==> src/rtl/ifu.sv <==
// Instruction fetch unit: fetch PC, credit-limited imem requests,
// in-flight PC tracking and a 2-entry instruction buffer toward decode.
module ifu #(
    parameter logic [31:0] RESET_PC = 32'h0000_0000
) (
    input  logic        clk,
    input  logic        rst_n,
    output logic        imem_req,
    output logic [31:0] imem_addr,
    input  logic        imem_gnt,
    input  logic        imem_rvalid,
    input  logic [31:0] imem_rdata,
    input  logic        redirect_i,
    input  logic [31:0] redirect_pc_i,
    input  logic        halt_i,
    output logic        instr_valid_o,
    input  logic        instr_ready_i,
    output logic [31:0] instr_o,
    output logic [31:0] pc_o
);

    localparam logic [31:0] NOP = 32'h0000_0013;

    logic [31:0] fetch_pc;
    logic [1:0]  outstanding;
    logic [1:0]  discard;
    logic [1:0]  count;
    logic        fifo_head;
    logic [31:0] fifo_pc    [2];
    logic [31:0] fifo_instr [2];
    logic [31:0] pcq        [2];
    logic        pcq_wr;
    logic        pcq_rd;

    logic        pop;
    logic        grant;
    logic        push;
    logic        fifo_wr;
    logic [2:0]  credit;
    logic        unused_pc_bits;

    assign unused_pc_bits = ^redirect_pc_i[1:0];

    assign pop    = instr_valid_o & instr_ready_i;
    assign credit = {1'b0, outstanding} + {1'b0, count} - {2'b00, pop};

    // A request is only issued if its word is guaranteed a FIFO slot.
    assign imem_req  = rst_n & ~halt_i & ~redirect_i & (credit < 3'd2);
    assign imem_addr = fetch_pc;
    assign grant     = imem_req & imem_gnt;

    assign push    = imem_rvalid & (discard == 2'd0) & ~redirect_i;
    assign fifo_wr = fifo_head ^ count[0];

    assign instr_valid_o = (count != 2'd0);
    assign instr_o       = instr_valid_o ? fifo_instr[fifo_head] : NOP;
    assign pc_o          = instr_valid_o ? fifo_pc[fifo_head] : 32'h0;

    always_ff @(posedge clk) begin
        if (!rst_n) begin
            fetch_pc    <= {RESET_PC[31:2], 2'b00};
            outstanding <= 2'd0;
            discard     <= 2'd0;
            count       <= 2'd0;
            fifo_head   <= 1'b0;
            pcq_wr      <= 1'b0;
            pcq_rd      <= 1'b0;
        end else begin
            if (redirect_i)
                fetch_pc <= {redirect_pc_i[31:2], 2'b00};
            else if (grant)
                fetch_pc <= fetch_pc + 32'd4;

            outstanding <= outstanding + {1'b0, grant} - {1'b0, imem_rvalid};

            // Every request still in flight after this cycle is stale.
            if (redirect_i)
                discard <= outstanding - {1'b0, imem_rvalid};
            else if (imem_rvalid && discard != 2'd0)
                discard <= discard - 2'd1;

            if (grant)
                pcq_wr <= ~pcq_wr;
            if (imem_rvalid)
                pcq_rd <= ~pcq_rd;

            if (redirect_i)
                count <= 2'd0;
            else
                count <= count + {1'b0, push} - {1'b0, pop};

            if (pop)
                fifo_head <= ~fifo_head;
        end
    end

    always_ff @(posedge clk) begin
        if (grant)
            pcq[pcq_wr] <= fetch_pc;
        if (push) begin
            fifo_pc[fifo_wr]    <= pcq[pcq_rd];
            fifo_instr[fifo_wr] <= imem_rdata;
        end
    end

endmodule
==> config.mk <==
export PLATFORM = sky130hd
export DESIGN_NAME = ifu
export DESIGN_NICKNAME = d
export VERILOG_FILES = /design/src/rtl/ifu.sv
export SDC_FILE = /design/constraint.sdc
export NUM_CORES = 1
export LEC_CHECK = 0
export CORE_ASPECT_RATIO = 0.8
export CORE_MARGIN = 2
export CORE_UTILIZATION = 33
export CTS_CLUSTER_DIAMETER = 30
export DETAILED_ROUTE_END_ITERATION = 10
export PLACE_DENSITY = 0.5
export SYNTH_ARGS = -nofsm -noshare
export SYNTH_HDL_FRONTEND = slang
export SYNTH_SLANG_ARGS = --single-unit
==> constraint.sdc <==
create_clock -name clk -period 14.55 [get_ports clk]
set_input_delay 4.365 -clock clk [delete_from_list [all_inputs] [get_ports clk]]
set_output_delay 4.365 -clock clk [all_outputs]
set_load 0.05 [all_outputs]
==> results of run 1 <==
area by class of cell:
class | instances | area, sq um
fill | 2536 | 15000
sequential | 225 | 6350
multi-input combinational | 410 | 2910
timing repair buffer | 172 | 1700
clock buffer | 65 | 1390
tap | 370 | 463
clock inverter | 28 | 355
inverter | 15 | 56.3
worst max-delay path: cells and delay by family:
kind,cells,cell delay [ps]
AND/OR/NAND/NOR,3,630
buffers and inverters,2,1420
adder cells (fa/ha/maj),1,520
AO/OA/AOI/OAI,1,150
XOR/XNOR,1,320
worst paths after layout:
kind | start | to | slack (ps)
max reg2reg | count[1] | pcq[0][15] | 10690
max | instr_ready_i | imem_req | 2770
min | pcq_rd | flip-flop | 530
min reg2reg | pcq_rd | flip-flop | 530
cell usage after synthesis, types with 4 or more instances:
master / n / share of area
inv_1: 14 / 0.0056
clkbuf_1: 28 / 0.011
nand4b_1: 4 / 0.0037
buf_4: 4 / 0.0032
or3_1: 5 / 0.0033
nand2_1: 25 / 0.010
xnor2_1: 9 / 0.0084
nor4_1: 6 / 0.0040
nand4_1: 19 / 0.013
a31oi_1: 11 / 0.0073
nand3_1: 12 / 0.0064
a21oi_1: 7 / 0.0037
nor2b_1: 4 / 0.0027
mux2_2: 30 / 0.036
a311oi_1: 4 / 0.0037
mux2i_1: 64 / 0.068
o21ai_0: 25 / 0.013
xor2_1: 9 / 0.0084
nor3_1: 6 / 0.0032
edfxtp_1: 184 / 0.59
ha_1: 7 / 0.0093
and3_1: 6 / 0.0040
and2_1: 11 / 0.0073
a211oi_1: 7 / 0.0056
nor2_1: 84 / 0.033
dfxtp_1: 41 / 0.087
and4_1: 8 / 0.0074
or4_1: 5 / 0.0040
metal layers:
layer,vias up,GRT usage,routed length [um]
li1,2995,-,-
met1,3053,0.209,10600
met3,52,0.0478,1770
met4,0,0.0660,704
met5,-,0,0
met2,213,0.261,11100
through the flow:
step	hold slack [ps]	total power (W)	util	setup slack (ps)
after global routing	570	0.00216	0.469	2650
after global placement	502	0.000957	0.407	2850
after detailed placement	512	0.000962	0.407	2790
after CTS	525	0.00211	0.469	2760
after floorplan	480	0.000882	-	3080
final	526	0.00208	0.469	2770
logic make-up after synthesis:
logic type,count (synthesis),synth area share
simple gates,208,0.114
compound gates,76,0.0540
flops,225,0.673
fa+ha+maj,8,0.0114
buf+inv,50,0.0218
other cells,1,0.000398
xor+xnor,20,0.0214
mux,94,0.104
report_power, final:
group | switching, W | internal, W
Clock | 0.000342 | 0.000793
Sequential | 0.0000210 | 0.000727
Combinational | 0.000126 | 0.0000747
Total | 0.000490 | 0.00159
sequential cells by signal (all words and copies together) (netlist names), named ones only:
signal / count
count: 2
discard: 2
fifo_head: 1
fifo_instr: 64
fifo_pc: 60
imem_addr: 30
outstanding: 2
pcq: 60
pcq_rd: 1
pcq_wr: 1
cell usage in the layout, fill, tap and decap left out, types with 11 or more instances in the layout:
master | synthesis | layout
clkdlybuf4s50_1 | 0 | 162
nand2_1 | 25 | 25
dfxtp_1 | 41 | 40
mux2_2 | 30 | 30
and2_1 | 11 | 11
inv_1 | 14 | 14
nor2_1 | 84 | 81
edfxtp_1 | 184 | 184
nand3_1 | 12 | 12
nand4_1 | 19 | 19
mux2i_1 | 64 | 64
clkbuf_16 | 0 | 51
o21ai_0 | 25 | 25
a31oi_1 | 11 | 11
==> flow_summary_export.csv, run 1 <==
group,metric,value,unit
route,ant_nets,0,
sta,fmax,0.0849,GHz
sta,finalSetupViolCount,0,
yosys,synth_edf_count,184,
clock_tree,cts_setup_buffers,0,
global_routing,grt_max_degree,61,
power,vdd_drop_max,0.0725,mV
route,drcViolationCount,0,
final_layout,n_antenna_cell,0,
sta,fin_tns_setup,0,ps
yosys,avgSynthCellArea,13.8,sq um
floorplan,coreArea,0.0282,sq mm
placement,dp_cells,1192,
clock_tree,root_buffer,"clkbuf_16",
route,wl,24200,um
job,cap_viol_max_count,0,
global_routing,grt_pass1_vias,6648,
sta,slew_violations,0,
floorplan,std_cell_rows,55,
final_layout,drive_gt1_frac,0.151,
outcome,status,"finished, final reports clean",
yosys,ys_seq_area_frac,0.673,
worst_setup_path,worstPathArrival,7420,ps
placement,portBuffers,162,
worst_setup_path,cpMaxStageDelayCell,"clkdlybuf4s50_1",
yosys,async_flop_share,0,
worst_setup_path,cp-end-kind,"primary output",
route,dr.first_iter.drc_count,380,
final_layout,layout.nets,953,
power,p_leak,4.42,nW
clock_tree,cts_buffers,50,
sta,layout_min_cycle_time,11780,ps
global_routing,antenna_found_initial,0,
final_layout,final_area,0.0132,sq mm
yosys,ys_seq_elements,225,
sta,report.final.hold_viol_count,0,
min_path,whs_path_depth,2,
yosys,synth_ff_type,"edfxtp_1",
global_routing,grt_usage,0.164,
worst_setup_path,path_class,"input port to primary output",
route,wl_per_cell,18.8,um
placement,gp_congestion,0.808,
clock_tree,path_clk_slew,40,ps
sta,max_slew_margin,0.334,
min_path,hold_class,"flip-flop to flip-flop",
floorplan,die_w,193,um
worst_setup_path,worstPathCellList,"clkdlybuf4s50_1 -> nand2_1 -> nor2_1 -> o21ai_0 -> fa_1 -> xnor2_2 -> nor4b_1 -> clkdlybuf4s50_1",
worst_setup_path,critPathMaxStageDelay,880,ps
yosys,synthCells,682,
global_routing,grt_overflow,0,
floorplan,fp.dieH,155,um
clock_tree,tritoncts,"built",
global_routing,grt_pass1_wl,37000,um
worst_setup_path,crit_fanout,9,
worst_setup_path,worst-r2r-cell-count,8,
sta,worst_slew_pin_slew,996,ps
worst_setup_path,crit_top_cell,"clkdlybuf4s50_1",
yosys,synth_cell_types,54,
worst_setup_path,cp-start-kind,"input port",
placement,dp_hpwl,16000,um
yosys,synth_area,0.00943,sq mm
final_layout,fin_cells,1285,
clock_tree,htree_levels,2,
sta,fin_crit_sh,0.810,
power,p_per_area,158,mW/mm^2
route,vias_per_cell,4.91,
route,firstDrtPassIters,5,
clock_tree,cts.sinks,225,
placement,place_area,0.0115,sq mm
sta,skew,27.0,ps
final_layout,area_delta_synth_final,40.3,%
worst_setup_path,crit_required,10180,ps
yosys,yosysWarnings,0,
clock_tree,cts_resized,0,
clock_tree,clk_latency,540,ps
sta,rsz0062_at_grt,"no",
floorplan,dieArea,0.0299,sq mm
clock_tree,ctsLongestPathBuffers,3,
route,vias,6313,
floorplan,start_util,0.334,
clock_tree,cts_hold_buffers,0,
floorplan,ios,169,
Power figures use the tool's default switching activity.
==> run 2, diff against run 1 <==
--- a/config.mk
+++ b/config.mk
@@ -10,7 +10,7 @@
 export CORE_UTILIZATION = 33
 export CTS_CLUSTER_DIAMETER = 30
 export DETAILED_ROUTE_END_ITERATION = 10
-export PLACE_DENSITY = 0.5
+export PLACE_DENSITY = 0.52
 export SYNTH_ARGS = -nofsm -noshare
 export SYNTH_HDL_FRONTEND = slang
 export SYNTH_SLANG_ARGS = --single-unit
==> constraint.sdc (replaced) <==
create_clock -name clk -period 9.8 [get_ports clk]
set_input_delay 2.94 -clock clk [delete_from_list [all_inputs] [get_ports clk]]
set_output_delay 2.94 -clock clk [all_outputs]
set_load 0.05 [all_outputs]
==> flow_summary_export.csv, run 2 (synthesized netlist as in run 1, its figures left out) <==
group,metric,value,unit
final_layout,ff_latch_area,0.00635,sq mm
power,p_per_area,230,mW/mm^2
route,wl_per_cell,18.4,um
power,vdd_drop_max,0.106,mV
sta,rsz0062_at_grt,"no",
worst_setup_path,crit_required,6860,ps
final_layout,final_cell_mix,"edfxtp_1, clkdlybuf4s50_1, nor2_1",
sta,hold_ws,521,ps
global_routing,grt_max_degree,63,
final_layout,area_delta_synth_final,39.1,%
floorplan,die_w,193,um
clock_tree,path_clk_slew,50,ps
clock_tree,cts_setup_buffers,0,
clock_tree,cts.sinks,225,
floorplan,ios,169,
placement,portBuffers,162,
sta,skew,14.5,ps
sta,worst_slew_pin_slew,1190,ps
power,p_leak,4.36,nW
min_path,hold_class,"flip-flop to flip-flop",
final_layout,layout.nets,950,
worst_setup_path,path_class,"input port to primary output",
final_layout,n_antenna_cell,0,
final_layout,largest_reg_flops,64,
route,vias_per_cell,4.90,
power,power,0.00302,W
sta,fmax,0.116,GHz
floorplan,fp.dieH,155,um
clock_tree,root_buffer,"clkbuf_16",
clock_tree,cts_hold_buffers,0,
clock_tree,htree_levels,2,
worst_setup_path,crit_fanout,4,
floorplan,start_util,0.334,
sta,report.final.hold_viol_count,0,
clock_tree,clk_latency,530,ps
final_layout,regMostFlops,"fifo_instr",
sta,max_slew_margin,0.203,
sta,layout_min_cycle_time,8610,ps
job,cap_viol_max_count,0,
final_layout,multiInputGateArea,0.00291,sq mm
global_routing,grt_pass1_wl,35800,um
final_layout,fin_cells,1278,
route,dr.first_iter.drc_count,410,
global_routing,grt_pass1_vias,6161,
final_layout,layout_commonest_cell,"edfxtp_1",
route,drcViolationCount,0,
placement,dp_hpwl,15000,um
sta,fin_tns_setup,0,ps
final_layout,fill_cells,2570,
clock_tree,cts_buffers,46,
sta,fin_crit_sh,0.878,
route,wl,23500,um
clock_tree,tritoncts,"built",
worst_setup_path,reg2reg_slack,5920,ps
clock_tree,cts_resized,0,
global_routing,antenna_found_initial,0,
floorplan,std_cell_rows,55,
worst_setup_path,cp-end-kind,"primary output",
worst_setup_path,cp-start-kind,"input port",
clock_tree,ctsLongestPathBuffers,3,
final_layout,largestRegisters,"fifo_instr (64), fifo_pc (60), pcq (60)",
outcome,status,"finished, final reports clean",
sta,finalSetupViolCount,0,
global_routing,grt_overflow,0,
floorplan,coreArea,0.0282,sq mm
route,ant_nets,0,
final_layout,drive_gt1_frac,0.145,
placement,gp_congestion,0.826,
global_routing,grt_usage,0.158,
floorplan,dieArea,0.0299,sq mm
route,vias,6257,
route,firstDrtPassIters,5,
placement,dp_cells,1193,
worst_setup_path,worstPathArrival,5670,ps
sta,slew_violations,0,
run 2: cell count changes in the layout (fill, tap and decap cells not counted), sizes merged:
| cell | delta |
|---|---|
| clkbuf | -14 |
| bufinv | +2 |
| clkinv | +2 |
| inv | +2 |
| buf | +1 |
run 2: layout make-up:
type	count	share of cell area
clock buffer	51	0.0908
clock inverter	34	0.0332
inverter	15	0.00429
multi-input combinational	410	0.222
sequential	225	0.484
tap	370	0.0353
timing repair buffer	173	0.130
run 2: worst max-delay path, cell delays in order:
cell and delay, ps:
clkdlybuf4s50_1 530, nand2_1 70, nor2_1 160, o21ai_0 140, fa_1 520, xnor2_2 200, nor4b_1 250, clkdlybuf4s50_1 860
run 2: stage by stage:
| stage | setup WS (ps) | utilization | area (sq um) |
|---|---|---|---|
| after floorplan | 1180 | - | 9440 |
| after global placement | 1150 | 0.407 | 11500 |
| after detailed placement | 1200 | 0.407 | 11500 |
| after CTS | 1170 | 0.465 | 13100 |
| after global routing | 1040 | 0.465 | 13100 |
| final | 1190 | 0.465 | 13100 |
run 2: worst paths after layout:
path,from,endpoint,cells after the start
setup reg to reg,count[1],pcq[0][9],8
hold reg to reg,pcq_rd,flip-flop,2
hold / removal,pcq_rd,flip-flop,2
setup / recovery,instr_ready_i,imem_req,8
run 2: per-layer routing:
metal  global-route usage  part of all wire
met5                    0                 0
met4               0.0458             0.013
met3               0.0415             0.070
met2                0.247              0.46
met1                0.216              0.46
run 2: where the power goes:
part / switching (W) / total, W / internal [W] / leakage [nW]
logic: 0.000184 / 0.000297 / 0.000113 / 1.57
registers: 0.0000324 / 0.00111 / 0.00108 / 2.02
clock network: 0.000495 / 0.00161 / 0.00111 / 0.780
